===== config.mk =====
export PLATFORM = sky130hd
export DESIGN_NAME = scan_decoder_flat
export DESIGN_NICKNAME = d
export VERILOG_FILES = /design/src/rtl/scan_decoder_if.sv /design/src/rtl/scan_decoder.sv /design/src/flat_wrapper.sv
export SDC_FILE = /design/constraint.sdc
export NUM_CORES = 1
export LEC_CHECK = 0
export CORE_ASPECT_RATIO = 2
export CORE_MARGIN = 4
export CORE_UTILIZATION = 44
export DETAILED_ROUTE_END_ITERATION = 8
export GPL_TIMING_DRIVEN = 0
export HOLD_SLACK_MARGIN = 0.1
export PLACE_DENSITY = 0.75
export SYNTH_ARGS = -nofsm -noshare
export SYNTH_HDL_FRONTEND = slang
export SYNTH_SLANG_ARGS = --single-unit

===== constraint.sdc =====
create_clock -name clk -period 2.2 [get_ports clk]
set_input_delay 0.33 -clock clk [delete_from_list [all_inputs] [get_ports clk]]
set_output_delay 0.33 -clock clk [all_outputs]
set_load 0.02 [all_outputs]

===== src/rtl/scan_decoder_if.sv =====
// Bus bundle for scan_decoder.
// The control side (master) drives enable, mode, in, last and div.
// The decoder (slave) returns out, sel, tick and wrap.
//   enable : 0 forces every output bit inactive and freezes the scan
//   mode   : 0 = direct index, 1 = self-stepping scan
//   in     : direct-mode index
//   last   : highest index visited in scan mode
//   div    : dwell time minus one, in enabled cycles
//   out    : registered one-hot (or one-cold) decode of sel
//   sel    : current index
//   tick   : one-cycle pulse when the scan index advanced
//   wrap   : one-cycle pulse when the index returned to 0
interface scan_decoder_if #(
  parameter int SEL_W = 3,
  parameter int DIV_W = 16
);
  logic                  enable;
  logic                  mode;
  logic [SEL_W-1:0]      in;
  logic [SEL_W-1:0]      last;
  logic [DIV_W-1:0]      div;
  logic [(2**SEL_W)-1:0] out;
  logic [SEL_W-1:0]      sel;
  logic                  tick;
  logic                  wrap;

  modport master (
    output enable, mode, in, last, div,
    input  out, sel, tick, wrap
  );

  modport slave (
    input  enable, mode, in, last, div,
    output out, sel, tick, wrap
  );
endinterface


===== src/rtl/scan_decoder.sv =====
// Registered one-hot decoder with a built-in scan sequencer, for driving
// multiplexed loads such as 7-segment digit commons.
// Ports:
//   clk : rising-edge clock
//   rst : synchronous, active-high reset
//   bus : scan_decoder_if slave (enable/mode/in/last/div in,
//         out/sel/tick/wrap out)
// Every output is a register, so there is no input-to-output
// combinational path.
module scan_decoder #(
  parameter int SEL_W      = 3,
  parameter int DIV_W      = 16,
  parameter int ACTIVE_LOW = 0
) (
  input  logic           clk,
  input  logic           rst,
  scan_decoder_if.slave  bus
);
  localparam int N = 2**SEL_W;

  logic [SEL_W-1:0] sel_q, sel_nxt;
  logic [DIV_W-1:0] pcnt_q, pcnt_nxt;
  logic [N-1:0]     out_q, out_nxt;
  logic             tick_q, tick_nxt;
  logic             wrap_q, wrap_nxt;

  // Output level with nothing selected, after polarity.
  function automatic logic [N-1:0] idle_level();
    return (ACTIVE_LOW != 0) ? {N{1'b1}} : {N{1'b0}};
  endfunction

  // One-hot decode gated by enable, then polarity applied.
  function automatic logic [N-1:0] decode(input logic [SEL_W-1:0] idx,
                                          input logic en);
    logic [N-1:0] d;
    d = '0;
    if (en) d[idx] = 1'b1;
    return (ACTIVE_LOW != 0) ? ~d : d;
  endfunction

  always_comb begin
    sel_nxt  = sel_q;
    pcnt_nxt = pcnt_q;
    tick_nxt = 1'b0;
    wrap_nxt = 1'b0;
    if (!bus.mode) begin
      // Direct mode tracks the input even while disabled.
      sel_nxt  = bus.in;
      pcnt_nxt = '0;
    end else if (bus.enable) begin
      // >= so a div or last lowered mid-dwell takes effect immediately.
      if (pcnt_q >= bus.div) begin
        pcnt_nxt = '0;
        tick_nxt = 1'b1;
        if (sel_q >= bus.last) begin
          sel_nxt  = '0;
          wrap_nxt = 1'b1;
        end else begin
          sel_nxt = sel_q + SEL_W'(1);
        end
      end else begin
        pcnt_nxt = pcnt_q + DIV_W'(1);
      end
    end
    // Decode the index sel takes at this edge so out and sel agree.
    out_nxt = decode(sel_nxt, bus.enable);
  end

  // Stage boundary: all state and outputs registered.
  always_ff @(posedge clk) begin
    if (rst) begin
      sel_q  <= '0;
      pcnt_q <= '0;
      out_q  <= idle_level();
      tick_q <= 1'b0;
      wrap_q <= 1'b0;
    end else begin
      sel_q  <= sel_nxt;
      pcnt_q <= pcnt_nxt;
      out_q  <= out_nxt;
      tick_q <= tick_nxt;
      wrap_q <= wrap_nxt;
    end
  end

  assign bus.sel  = sel_q;
  assign bus.out  = out_q;
  assign bus.tick = tick_q;
  assign bus.wrap = wrap_q;
endmodule

===== src/flat_wrapper.sv =====
// flat-port wrapper written by rule: the top's interface ports become plain ports
module scan_decoder_flat 
#(
  parameter int SEL_W      = 3,
  parameter int DIV_W      = 16,
  parameter int ACTIVE_LOW = 0
)
  (clk, rst, bus_enable, bus_mode, bus_in, bus_last, bus_div, bus_out, bus_sel, bus_tick, bus_wrap);
  scan_decoder_if #(.SEL_W(SEL_W), .DIV_W(DIV_W)) bus_i ();
  input  logic clk;
  input  logic rst;
  input wire logic [$bits(bus_i.enable)-1:0] bus_enable;
  input wire logic [$bits(bus_i.mode)-1:0] bus_mode;
  input wire logic [$bits(bus_i.in)-1:0] bus_in;
  input wire logic [$bits(bus_i.last)-1:0] bus_last;
  input wire logic [$bits(bus_i.div)-1:0] bus_div;
  output wire logic [$bits(bus_i.out)-1:0] bus_out;
  output wire logic [$bits(bus_i.sel)-1:0] bus_sel;
  output wire logic [$bits(bus_i.tick)-1:0] bus_tick;
  output wire logic [$bits(bus_i.wrap)-1:0] bus_wrap;
  assign bus_i.enable = bus_enable;
  assign bus_i.mode = bus_mode;
  assign bus_i.in = bus_in;
  assign bus_i.last = bus_last;
  assign bus_i.div = bus_div;
  assign bus_out = bus_i.out;
  assign bus_sel = bus_i.sel;
  assign bus_tick = bus_i.tick;
  assign bus_wrap = bus_i.wrap;
  scan_decoder #(.SEL_W(SEL_W), .DIV_W(DIV_W), .ACTIVE_LOW(ACTIVE_LOW)) u_core (.clk(clk), .rst(rst), .bus(bus_i));
endmodule

; Word-level counts from Yosys, hierarchy flattened
; Cells that the tools add are included.
[classes]
addsub = 2
magnitude_cmp = 4
muxes = 9
n_bitwise = 3
n_reduce_logical = 5
[op_table]
columns = op, n
row1 = $add A16 B1 Y16 const B, 1
row2 = $ge A16 B16 Y1, 1
row3 = $mux W16, 1
row4 = $mux W3, 4
row5 = $lt A3 B4 Y1 const B, 1
row6 = $reduce_or A2 Y1, 2
row7 = $reduce_or A4 Y1, 1
row8 = $add A3 B1 Y3 const B, 1
row9 = $demux W1 S3, 1
row10 = $ge A3 B1 Y1 const B, 1
row11 = $ge A3 B3 Y1, 1
row12 = $mux W1, 3
row13 = $not A1 Y1, 3
row14 = $reduce_or A3 Y1, 1
row15 = $logic_and A1 B1 Y1, 1
[totals]
register_bits = 29
input_bits = 26
output_inout_bits = 13
elab_cells = 28

; Depth between registers and ports, before layout
; Gate-level depths: netlist (run 1).
[logic_depth]
depth_word = 9
mapped_depth = 9

; Worst setup path after synthesis (run 1)
; Ideal clock, no wire load.
[synth_path]
path_kind = register -> register
start = register u_core.sel_q[0] (netlist: u_core.bus.sel[0])
end = register u_core.out_q[1] (netlist: u_core.bus.out[1])
arrival_time_ns = 2.271
required_time_ns = 2.122
path_slack_ns = -0.149
path_stages_with_launch = 10
path_buffers = 0
synth_period_minus_slack_ns = 2.349
path_cell_list = dfxtp_1 inv_1 ha_1 nand2b_1 a21o_1 a21oi_2 and3_1 a221oi_4 or4_4 nor3_1
[synth_via]
elab_chain_len = 9
elab_cells_between_ends = 11
classes_between = add/sub (1) / order compare (3) / mux (6) / reduce/logical (1)
[synth_lines]
columns = item, line_no
row1 = "start, declared", scan_decoder.sv:21  ; logic [SEL_W-1:0] sel_q, sel_nxt;
row2 = "start signal, assigned", scan_decoder.sv:78  ; sel_q <= sel_nxt;
row3 = $add A3 B1 Y3 or $ge A3 B3 Y1 (tied branches), "scan_decoder.sv:59, scan_decoder.sv:55"
row4 = $mux W3, scan_decoder.sv:55  ; if (sel_q >= bus.last) begin
row5 = $mux W3, scan_decoder.sv:52  ; if (pcnt_q >= bus.div) begin
row6 = $mux W3 (*), scan_decoder.sv:50  ; end else if (bus.enable) begin
row7 = $mux W3 (*), scan_decoder.sv:46  ; if (!bus.mode) begin
row8 = $lt A3 B4 Y1 (implied by the code) or $ge A3 B1 Y1 (tied branches), scan_decoder.sv:37  ; if (en) d[idx] = 1'b1;
row9 = $logic_and A1 B1 Y1 (implied by the code), scan_decoder.sv:37
row10 = $mux W1 (implied by the code), scan_decoder.sv:37
row11 = $demux W1 S3 (*), --
row12 = "end signal, assigned", scan_decoder.sv:74  ; out_q <= idle_level();
row13 = "end signal, assigned", scan_decoder.sv:80  ; out_q <= out_nxt;
row14 = "end, declared", scan_decoder.sv:23  ; logic [N-1:0] out_q, out_nxt;
; Every way passes the cells marked *; elsewhere a longest branch is shown, timed or not.
; A chain may end at the register's enable or synchronous reset.

; Worst setup path in the final report (run 1)
[layout_path]
start = register u_core.pcnt_q[11]
end = register u_core.out_q[4] (netlist: u_core.bus.out[4])
[layout_via]
elab_chain_len = 8
elab_cells_between_ends = 9
classes_between = order compare (3) / mux (5) / reduce/logical (1)
[layout_lines]
columns = item, line_no
row1 = "start, declared", scan_decoder.sv:22  ; logic [DIV_W-1:0] pcnt_q, pcnt_nxt;
row2 = "start signal, assigned", scan_decoder.sv:79  ; pcnt_q <= pcnt_nxt;
row3 = $ge A16 B16 Y1 (*), scan_decoder.sv:52
row4 = $mux W3 (*), scan_decoder.sv:52
row5 = $mux W3 (*), scan_decoder.sv:50
row6 = $mux W3 (*), scan_decoder.sv:46
row7 = $lt A3 B4 Y1 (implied by the code) or $ge A3 B1 Y1 (tied branches), scan_decoder.sv:37
row8 = $logic_and A1 B1 Y1 (implied by the code), scan_decoder.sv:37
row9 = $mux W1 (implied by the code), scan_decoder.sv:37
row10 = $demux W1 S3 (*), --
; Marks and branches as above.

==> summary.md, run 1 <==
| Metric | Value |
|---|---|
| Status | complete, but fails checks |
| Failing checks | setup timing |
| Vias in the first global route | 1,720 |
| Worst VDD drop | around 0.5 mV |
| Hold slack final | just under 0.5 ns |
| Worst Setup End Kind | register |
| Post-synthesis mux area share | 0.00607 |
| Layout Cells excl Fill | 297 |
| Post-synth ARST share | 0 |
| LEAKAGE | between 1 and 1.5 nW |
| Crit path cell chain | ha_4, nand4_1, nor2_4, a2bb2oi_4, buf_4, a31oi_4, nand4b_1, a31o_4, nor3_2 |
| Final Net Count | between 200 and 300 |
| Number of synthesized register bits | 29 |
| Fmax | approximately 430 MHz |
| Post-Place Cells | around 280 |
| Final setup violation count | 19 |
| Largest net degree at the start of global routing | 12 |
| Share of layout cells above drive strength 1 | 0.379 |
| Slew Limit Headroom | 0.694 |
| Number of cells on the critical path | 9 |
| Die height | 94.6 um |
| Synth Flop Type | dfxtp_1 |
| Clock slew seen by the registers of the worst setup and hold paths | ~0.070 ns |
| TritonCTS clock tree | built |
| CP bufs+invs | 1 |
| Total wire length | 4.81 mm |
| Commonest cells post-synth | 29 x dfxtp_1, 24 x nor2_1, 21 x ha_1, 21 x inv_1, 14 x nand2_1 |
| First-pass GRT wire length | ~7.7 mm |
| R2R Path Start | u_core.pcnt_q[11] |
| Cell count of the worst hold path | 3 |
| Total congestion overflow | 0 |
| DRT Pass-1 Iters | 4 |
| Clock buffer depth | 2 |
| GRT Total Usage | 0.213 |
| Largest stage delay, worst path | around 0.36 ns |
| Slowest CP cell | dfxtp_4 |
| Netlist Area Pre-Place | 1650 um2 |
| Wire per inst | around 16 um |
| IO Count | 39 |
| CTS Root Cell | clkbuf_8 |
| Synthesis Warnings | 0 |
| Final RePlAce weighted congestion | 0.784 |
| Compound-Gate Fraction of Synth Area | 0.115 |
| Vias per cell | ~5.2 |
| Clock skew | roughly 0.0068 ns |
| Worst EP required | 2.42 ns |
| Worst setup startpoint | u_core.pcnt_q[11] |
| Initial core utilization | 0.457 |
| Final Max Slew Viols | 0 |
| Post-route DRC | 0 |
| Psw | 350 uW |
| Worst setup path class | register to register |
| Fill cells | about 270 |
| Maxcap violations | 0 |
| Worst Setup Start Kind | register |
| Die X | about 51 um |
| Top-count cell post-synth | dfxtp_1 |
| Avg Cell Area, Syn | 8.54 um2 |
| Area share of the largest cell type after synthesis | 0.352 |
| Internal power | approximately 1000 uW |
| Area Overhead vs Synth | 62.2% |
| Initial antenna violation count | 0 |
| Flop pwr share | 0.403 |
| Synth unique cells | 32 |
| Min-Delay Path Class | primary input to register |
| Worst r2r path cells | 9 |
| PortBufs | 36 |
| Die area | 4850 um2 |
| Row count | 31 |
| Worst-path fanout max | 5 |
| Post-synthesis simple-gate area fraction | 0.234 |
| Number of CTS-inserted buffers | 5 |
| Clock power frac | 0.430 |
| Slew of the pin with the lowest slew margin | between 0.4 and 0.5 ns |
| Post-synth top area cell | dfxtp_1 |
| Minimum clock period | around 2.4 ns |
| N_diodes | 0 |
| DR iter-0 viols | 15 |
| Adder-cell share of the synthesized area | 0.159 |
| Htree depth | 2 |
| Largest family of logic cells by synthesized area | simple AND/OR/NAND/NOR gates |
| Hold Startpoint | bus_enable |
| Post-synth EDFFs | 0 |
| Mapped Cells | about 190 |
| Syn_nets | 240 |
| RSZ-0062 raised after global routing | yes |
| Final Hold Viols | 0 |
| Comb pwr share | 0.167 |
| Period utilization | 1.07 |
| Routed vias | between 1,500 and 2,000 |
| Clock Sinks | 29 |
| Switching Share | 0.265 |
| Total power divided by cell area | between 400 and 500 nW/um2 |
| Top cells by area, synth | dfxtp_1 35%, ha_1 16%, xor2_1 6.4% |
| Post-route ant nets | 0 |
| Xor/xnor share of the synthesized area | 0.0797 |
| Clk Latency, worst-skew pair | between 0.2 and 0.3 ns |
| Sequential share of the synthesized area | 0.352 |
| CP Data Arrival Time | ~2.6 ns |
| Core box area | between 3000 and 4000 um2 |
| Setup ws final | -0.153 ns |
| Top delay family on crit path | simple AND/OR/NAND/NOR gates |
| DPL Wire Length | 3.02 mm |
registers in the layout (all words and copies together) (netlist names):
register	cells
u_core.bus.tick	1
u_core.pcnt_q	16
u_core.bus.out	8
u_core.bus.sel	3
u_core.bus.wrap	1
stage by stage:
step	worst slack [ns]	instance area [um2]	total power [mW]	setup TNS [ns]	util
4_1_cts	-0.0699	2590	1.32	-0.352	0.717
2_1_floorplan	0.0179	1650	0.638	0	-
6_report	-0.153	2680	1.32	-1.59	0.742
3_5_place_dp	-0.792	2070	0.712	-17.99	0.575
5_1_grt	-0.257	2680	1.36	-4.23	0.742
3_3_place_gp	-0.756	2070	0.709	-17.18	0.575
worst reg2reg max path, delay by kind of cell, from the launching register on:
family | cells | cell delay (ns)
flops | 1 | 0.36
buf+inv | 1 | 0.15
fa+ha+maj | 1 | 0.28
compound gates | 3 | 0.66
simple gates | 4 | 0.84
layout by cell type, fill, tap and decap left out, types with 7 or more instances in the layout:
master / count
inv_2: 14
inv_1: 7
clkdlybuf4s50_1: 20
buf_4: 11
dlygate4sd2_1: 16
dfxtp_1: 18
nand2_1: 12
nor2_1: 22
ha_4: 15
xor2_1: 12
a21oi_2: 7
routing by layer:
layer | vias to the layer above | part of all wire | global-route usage
li1 | 767 | - | -
met1 | 738 | 0.31 | 0.176
met2 | 38 | 0.62 | 0.447
met3 | 16 | 0.032 | 0.0379
met4 | 0 | 0.041 | 0.103
met5 | - | 0 | 0
logic make-up after synthesis:
kind of cell | Yosys count
flip-flops | 29
buffers and inverters | 24
AO/OA/AOI/OAI | 25
AND/OR/NAND/NOR | 78
multiplexers | 1
XOR/XNOR | 15
adder cells (fa/ha/maj) | 21
path summary, 6_finish.rpt:
check	endpoint	slack [ns]
setup reg to reg	u_core.bus.out[4]	-0.15
hold / removal	u_core.pcnt_q[0]	0.49
setup / recovery	u_core.bus.out[4]	-0.15
hold reg to reg	u_core.pcnt_q[1]	0.54
cell type report:
type | instances | area (um2) | share of cell area
buffer | 3 | 15.0 | 0.00561
multi-input combinational | 140 | 1370 | 0.513
sequential | 29 | 609 | 0.228
clock buffer | 5 | 68.8 | 0.0257
clock inverter | 3 | 46.3 | 0.0173
timing repair buffer | 47 | 423 | 0.158
inverter | 21 | 78.8 | 0.0295
tap | 49 | 61.3 | 0.0229
power groups by stage:
stage / sequential (mW) / combinational [mW] / clock, mW
2_1_floorplan: 0.559 / 0.0786 / 0
3_3_place_gp: 0.552 / 0.157 / 0
3_5_place_dp: 0.552 / 0.160 / 0
4_1_cts: 0.537 / 0.209 / 0.579
5_1_grt: 0.534 / 0.241 / 0.589
6_report: 0.533 / 0.221 / 0.569
what timing repair did:
item	CTS	global route
resized for setup	89	13
setup buffers	7	4
pin swaps	43	11
gates cloned	0	0
hold buffers	0	0
endpoints found under the hold margin	0	0
endpoints found under the setup margin	28	20
Note: power is estimated with default switching activity, not from simulation.
==> inputs of run 2 (changes only) <==
CTS_CLUSTER_DIAMETER = 60   (was not set)
==> results of run 2 <==
No change in the layout: final DEF, timing and power equal those of run 1.
